[src/rtl/pingpong_rd_ctrl.sv]
`default_nettype none
// ============================================================================
// Module      : pingpong_rd_ctrl
// Description : Read-side controller for a two-bank ping-pong RAM. Synchronizes
//               the write-domain bank-valid flags, reads banks in strict
//               alternation and presents each word on a valid/ready output.
// Revision    : 1.0 - initial release
// ============================================================================
module pingpong_rd_ctrl #(
  parameter int DATA_WIDTH  = 8,
  parameter int SYNC_STAGES = 2
) (
  input  logic                  r_clk,
  input  logic                  n_rst,
  input  logic [1:0]            status_vld,
  input  logic                  read,
  input  logic [DATA_WIDTH-1:0] q,
  input  logic                  dout_rdy,
  output logic                  r_addr,
  output logic [1:0]            r_done,
  output logic [DATA_WIDTH-1:0] dout,
  output logic                  dout_vld,
  output logic                  dout_err,
  output logic                  empty,
  output logic                  busy
);

  typedef enum logic [1:0] {
    ST_IDLE = 2'd0,
    ST_ADDR = 2'd1,
    ST_CAPT = 2'd2,
    ST_HOLD = 2'd3
  } state_t;

  logic [SYNC_STAGES-1:0][1:0] sync_q, sync_d;
  logic [1:0]                  svld;
  logic [1:0]                  avail;
  logic [1:0]                  consumed_q, consumed_d;
  logic                        rd_ptr_q, rd_ptr_d;
  state_t                      state_q, state_d;
  logic                        r_addr_q, r_addr_d;
  logic [1:0]                  r_done_q, r_done_d;
  logic [DATA_WIDTH-1:0]       dout_q, dout_d;
  logic                        dout_vld_q, dout_vld_d;
  logic                        dout_err_q, dout_err_d;
  logic                        accept;

  // Status flags cross from the write domain; only the last stage is trusted.
  always_comb begin
    sync_d[0] = status_vld;
    for (int i = 1; i < SYNC_STAGES; i++) begin
      sync_d[i] = sync_q[i-1];
    end
  end

  assign svld  = sync_q[SYNC_STAGES-1];
  // A bank is readable only while its writer flags it and we have not yet taken it.
  assign avail = svld & ~consumed_q;

  // Next-state, output and bookkeeping logic for the read transfer.
  always_comb begin
    state_d    = state_q;
    r_addr_d   = r_addr_q;
    r_done_d   = r_done_q;
    dout_d     = dout_q;
    dout_vld_d = dout_vld_q;
    rd_ptr_d   = rd_ptr_q;
    accept     = 1'b0;
    // Any read that does not launch a transfer is rejected, including reads while busy.
    dout_err_d = read && !((state_q == ST_IDLE) && avail[rd_ptr_q]);

    case (state_q)
      ST_IDLE: begin
        if (read && avail[rd_ptr_q]) begin
          state_d  = ST_ADDR;
          r_addr_d = rd_ptr_q;
        end
      end
      ST_ADDR: begin
        state_d = ST_CAPT;
      end
      ST_CAPT: begin
        dout_d     = q;
        dout_vld_d = 1'b1;
        state_d    = ST_HOLD;
      end
      ST_HOLD: begin
        if (dout_rdy) begin
          accept             = 1'b1;
          dout_vld_d         = 1'b0;
          r_done_d[r_addr_q] = ~r_done_q[r_addr_q];
          rd_ptr_d           = ~rd_ptr_q;
          state_d            = ST_IDLE;
        end
      end
      default: begin
        state_d = ST_IDLE;
      end
    endcase

    // Consumed marks persist until the writer drops the flag; a drop always wins.
    consumed_d = consumed_q;
    if (accept) begin
      consumed_d[r_addr_q] = 1'b1;
    end
    consumed_d = consumed_d & svld;
  end

  // All state registers, cleared asynchronously by n_rst.
  always_ff @(posedge r_clk or negedge n_rst) begin
    if (!n_rst) begin
      sync_q     <= '0;
      consumed_q <= 2'b00;
      rd_ptr_q   <= 1'b0;
      state_q    <= ST_IDLE;
      r_addr_q   <= 1'b0;
      r_done_q   <= 2'b00;
      dout_q     <= '0;
      dout_vld_q <= 1'b0;
      dout_err_q <= 1'b0;
    end else begin
      sync_q     <= sync_d;
      consumed_q <= consumed_d;
      rd_ptr_q   <= rd_ptr_d;
      state_q    <= state_d;
      r_addr_q   <= r_addr_d;
      r_done_q   <= r_done_d;
      dout_q     <= dout_d;
      dout_vld_q <= dout_vld_d;
      dout_err_q <= dout_err_d;
    end
  end

  assign r_addr   = r_addr_q;
  assign r_done   = r_done_q;
  assign dout     = dout_q;
  assign dout_vld = dout_vld_q;
  assign dout_err = dout_err_q;
  assign empty    = ~|avail;
  assign busy     = (state_q != ST_IDLE);

endmodule
`default_nettype wire

[config.mk]
export PLATFORM = sky130hd
export DESIGN_NAME = pingpong_rd_ctrl
export DESIGN_NICKNAME = d
export VERILOG_FILES = /design/src/rtl/pingpong_rd_ctrl.sv
export SDC_FILE = /design/constraint.sdc
export NUM_CORES = 1
export LEC_CHECK = 0
export CAP_MARGIN = 20
export CORE_MARGIN = 10
export CORE_UTILIZATION = 48
export CTS_CLUSTER_DIAMETER = 30
export DETAILED_ROUTE_END_ITERATION = 10
export HOLD_SLACK_MARGIN = 0.12
export PLACE_DENSITY_LB_ADDON = 0.2
export SYNTH_ARGS = -nofsm -noshare
export SYNTH_HDL_FRONTEND = slang
export SYNTH_SLANG_ARGS = --single-unit
[constraint.sdc]
create_clock -name r_clk -period 2.2 [get_ports r_clk]
set_input_delay 0.22 -clock r_clk [delete_from_list [all_inputs] [get_ports r_clk]]
set_output_delay 0.22 -clock r_clk [all_outputs]
set_load 0.01 [all_outputs]
==> results of run 1 <==
-- per-layer routing --
metal / wire length [um] / vias up
met2: 790 / 21
li1: - / 303
met5: 0 / -
met4: 10 / 0
met1: 813 / 308
met3: 181 / 2
-- through the flow --
step           cells  hold WS [ps]
2_1_floorplan     67        -75.59
3_3_place_gp     120         335.0
3_5_place_dp     120         334.7
4_1_cts          124         252.0
5_1_grt          124         241.7
6_report         124         251.8
-- synth_stat cells --
cell	instances	area share [%]
a21boi_0	1	0.81
nor3b_1	1	0.81
o22ai_1	1	0.68
inv_1	5	2.0
xnor2_1	2	1.9
nand2_1	1	0.41
mux2_1	1	1.2
o311ai_2	1	1.8
o2111ai_1	1	0.95
nor2b_1	1	0.68
o211ai_2	1	1.4
o21ai_1	1	0.54
a21oi_1	1	0.54
and3b_4	1	1.4
or2_1	1	0.68
xor2_1	1	0.95
nor3b_2	1	1.4
a21boi_1	1	0.81
nand2b_1	1	0.68
a311oi_1	2	1.9
ha_1	3	4.1
and3b_1	2	1.9
nor2_1	3	1.2
mux2_2	8	9.8
o21a_1	1	0.81
nand3_1	1	0.54
dfrtp_1	22	60
buf_2	1	0.54
-- state kept, by name, summed over array words and instances (netlist names), 2 cells and up --
register	cells
consumed_q	2
dout	8
sync_d	2
state_q	2
svld	2
r_done	2
-- layout make-up --
type	instances	share of cell area (%)
multi-input combinational	39	26.99
inverter	5	1.456
clock inverter	1	2.330
clock buffer	3	1.748
sequential	22	42.72
timing repair buffer	29	22.33
tap	25	2.427
-- final timing paths --
kind / startpoint / end / slack (ps) / depth (start not counted)
worst max-delay path: state_q[1]$_DFFE_PN0P_ / busy / 220 / 4
worst min-delay path: n_rst / consumed_q[1]$_DFF_PN0_ / 250 / 2
worst max register to register: state_q[1]$_DFFE_PN0P_ / state_q[1]$_DFFE_PN0P_ / 640 / 5
worst min register to register: sync_d[3]$_DFF_PN0_ / svld[1]$_DFF_PN0_ / 360 / 0
max in group asynchronous: n_rst / dout_vld$_DFFE_PN0P_ / 1720 / 2
min in group r_clk: status_vld[0] / sync_d[2]$_DFF_PN0_ / 340 / 1
-- where the power goes --
part           leakage, nW  internal [W]  switching (W)  total, W
clock network       0.0279      0.000184       0.000121  0.000305
registers            0.260      0.000561       0.000101  0.000662
logic                0.267      0.000467       0.000336  0.000803
total                0.555       0.00121       0.000558   0.00177
-- kinds of logic after synthesis --
kind of cell | after synthesis | share of synthesized area (%)
muxes | 9 | 10.99
and+or+nand+nor | 13 | 9.634
buffers and inverters | 6 | 2.578
DFF | 22 | 59.70
AOI/OAI and AO/OA | 11 | 10.18
xor gates and xnor gates | 3 | 2.850
adders and majority gates | 3 | 4.071
==> run_results.csv, run 1 <==
group,metric,value,unit
worst_setup_path,critical-path-max-stage-delay,550,ps
floorplan,die_w,63.83,um
worst_setup_path,crit_fanout,6,
synth,ys_seq_area_share,59.70,%
detailed_routing,route.antenna.remaining_nets,0,
worst_setup_path,cp_top_family,"buffers and inverters",
pwr,p_leak,0.5553,nW
grt,first_global_vias,665,
status,status,"completed",
floorplan,design.core.area,1783,um^2
clock_network,numClockSinks,22,
timing,final.period_utilization,90.03,%
timing,grt_setup_unrepaired,"false",
timing,maxSlewViolCount,0,
timing,clock_skew,8.149,ps
finish,n_antenna_cell,0,
detailed_routing,initialDrtViolationCount,5,
grt,gr-total-overflow,0,
finish,regArea,550.5,um^2
clock_network,clock_path_buffers,2,
worst_setup_path,cpMaxStageDelayCell,"clkdlybuf4s50_1",
floorplan,rows,15,
grt,met1_usage,10.95,%
finish,layout-drive-gt1-share,17.17,%
finish,post-route-util,72.28,%
clock_network,clk_latency,300,ps
detailed_routing,wirelength,1795,um
placed_design,port_buffers,28,
timing,fin_ws,219.3,ps
timing,hold_violations,0,
detailed_routing,routedWlPerCell,14.48,um
timing,slew_headroom,70.87,%
grt,grt_first_pass_wirelength,3029,um
floorplan,io_pins,29,
timing,worst_slew_pin_slew,437.0,ps
finish,num-fill-cells,121,
clock_network,numCtsBuffers,3,
pwr,powerDensity,1373,nW/um^2
finish,nets,117,
timing,period_needed,1981,ps
timing,setup_tns,0,ps
clock_network,cts_tree,"yes",
floorplan,die_area,4074,um^2
grt,met2_usage,13.06,%
synth,yosysWarnings,0,
pwr,vdd_drop_max,0.8272,mV
clock_network,cts_resized,0,
timing,fmax,504.9,MHz
clock_network,cts_root_buf,"clkbuf_4",
worst_setup_path,crit_chain,"inv_1 > ha_1 > inv_1 > clkdlybuf4s50_1",
grt,grt_util_met3,5.575,%
worst_setup_path,critPathArrivalTime,1760,ps
worst_setup_path,cp.required,1980,ps
timing,setup_violations,0,
worst_setup_path,critical_path_class,"reg -> out",
pwr,total_power,0.001770,W
worst_setup_path,crit_buf_inv,3,
finish,layout_commonest_cell,"clkdlybuf4s50_1",
clock_network,cts_hold_buf,0,
worst_setup_path,cp_common_cell,"inv_1",
detailed_routing,dr.pass1.iters,4,
placed_design,pre_cts_slack,558.7,ps
finish,syn_to_final_growth,39.76,%
grt,grt_max_degree,23,
synth,ys_types,28,
detailed_routing,viasPerCell,5.113,
grt,antenna_found_initial,0,
clock_network,htree_levels,1,
synth,ys_seq_elements,22,
finish,fin_area,1289,um^2
placed_design,place_congestion,0.7864,
placed_design,dpl_cell_area,1236,um^2
floorplan,die_h,63.83,um
worst_setup_path,startpoint_type,"flip-flop",
detailed_routing,drc,0,
job,maxCapViolations,0,
floorplan,start_util,51.72,%
synth,synth_area,922.1,um^2
min_path,min_path_type,"in -> async",
finish,multi_input_area,347.8,um^2
clock_network,post_cts_buffers,0,
clock_network,path_clk_slew,130,ps
synth,synthCells,67,
synth,avgSynthCellArea,13.76,um^2
grt,grt_busiest_layer,"met2",
detailed_routing,vias,634,
placed_design,dp_hpwl,1406,um
finish,layout_common_cells,"28 x clkdlybuf4s50_1, 22 x dfrtp_1, 8 x mux2_2",
grt,grt_util_all_layers,8.997,%
worst_setup_path,endpoint_kind,"primary output",
synth,synth_fp_nets,84,
Power figures use the tool's default switching activity.
==> inputs of run 2 (changes only) <==
CAP_MARGIN = 0   (was 20)
==> results of run 2 <==
Same layout as run 1: the final DEF is identical, and so are final timing and power.
==> inputs of run 3 (changes only) <==
SLEW_MARGIN = 10   (was default)
==> results of run 3 <==
Same layout as run 1: the final DEF is identical, and so are final timing and power.
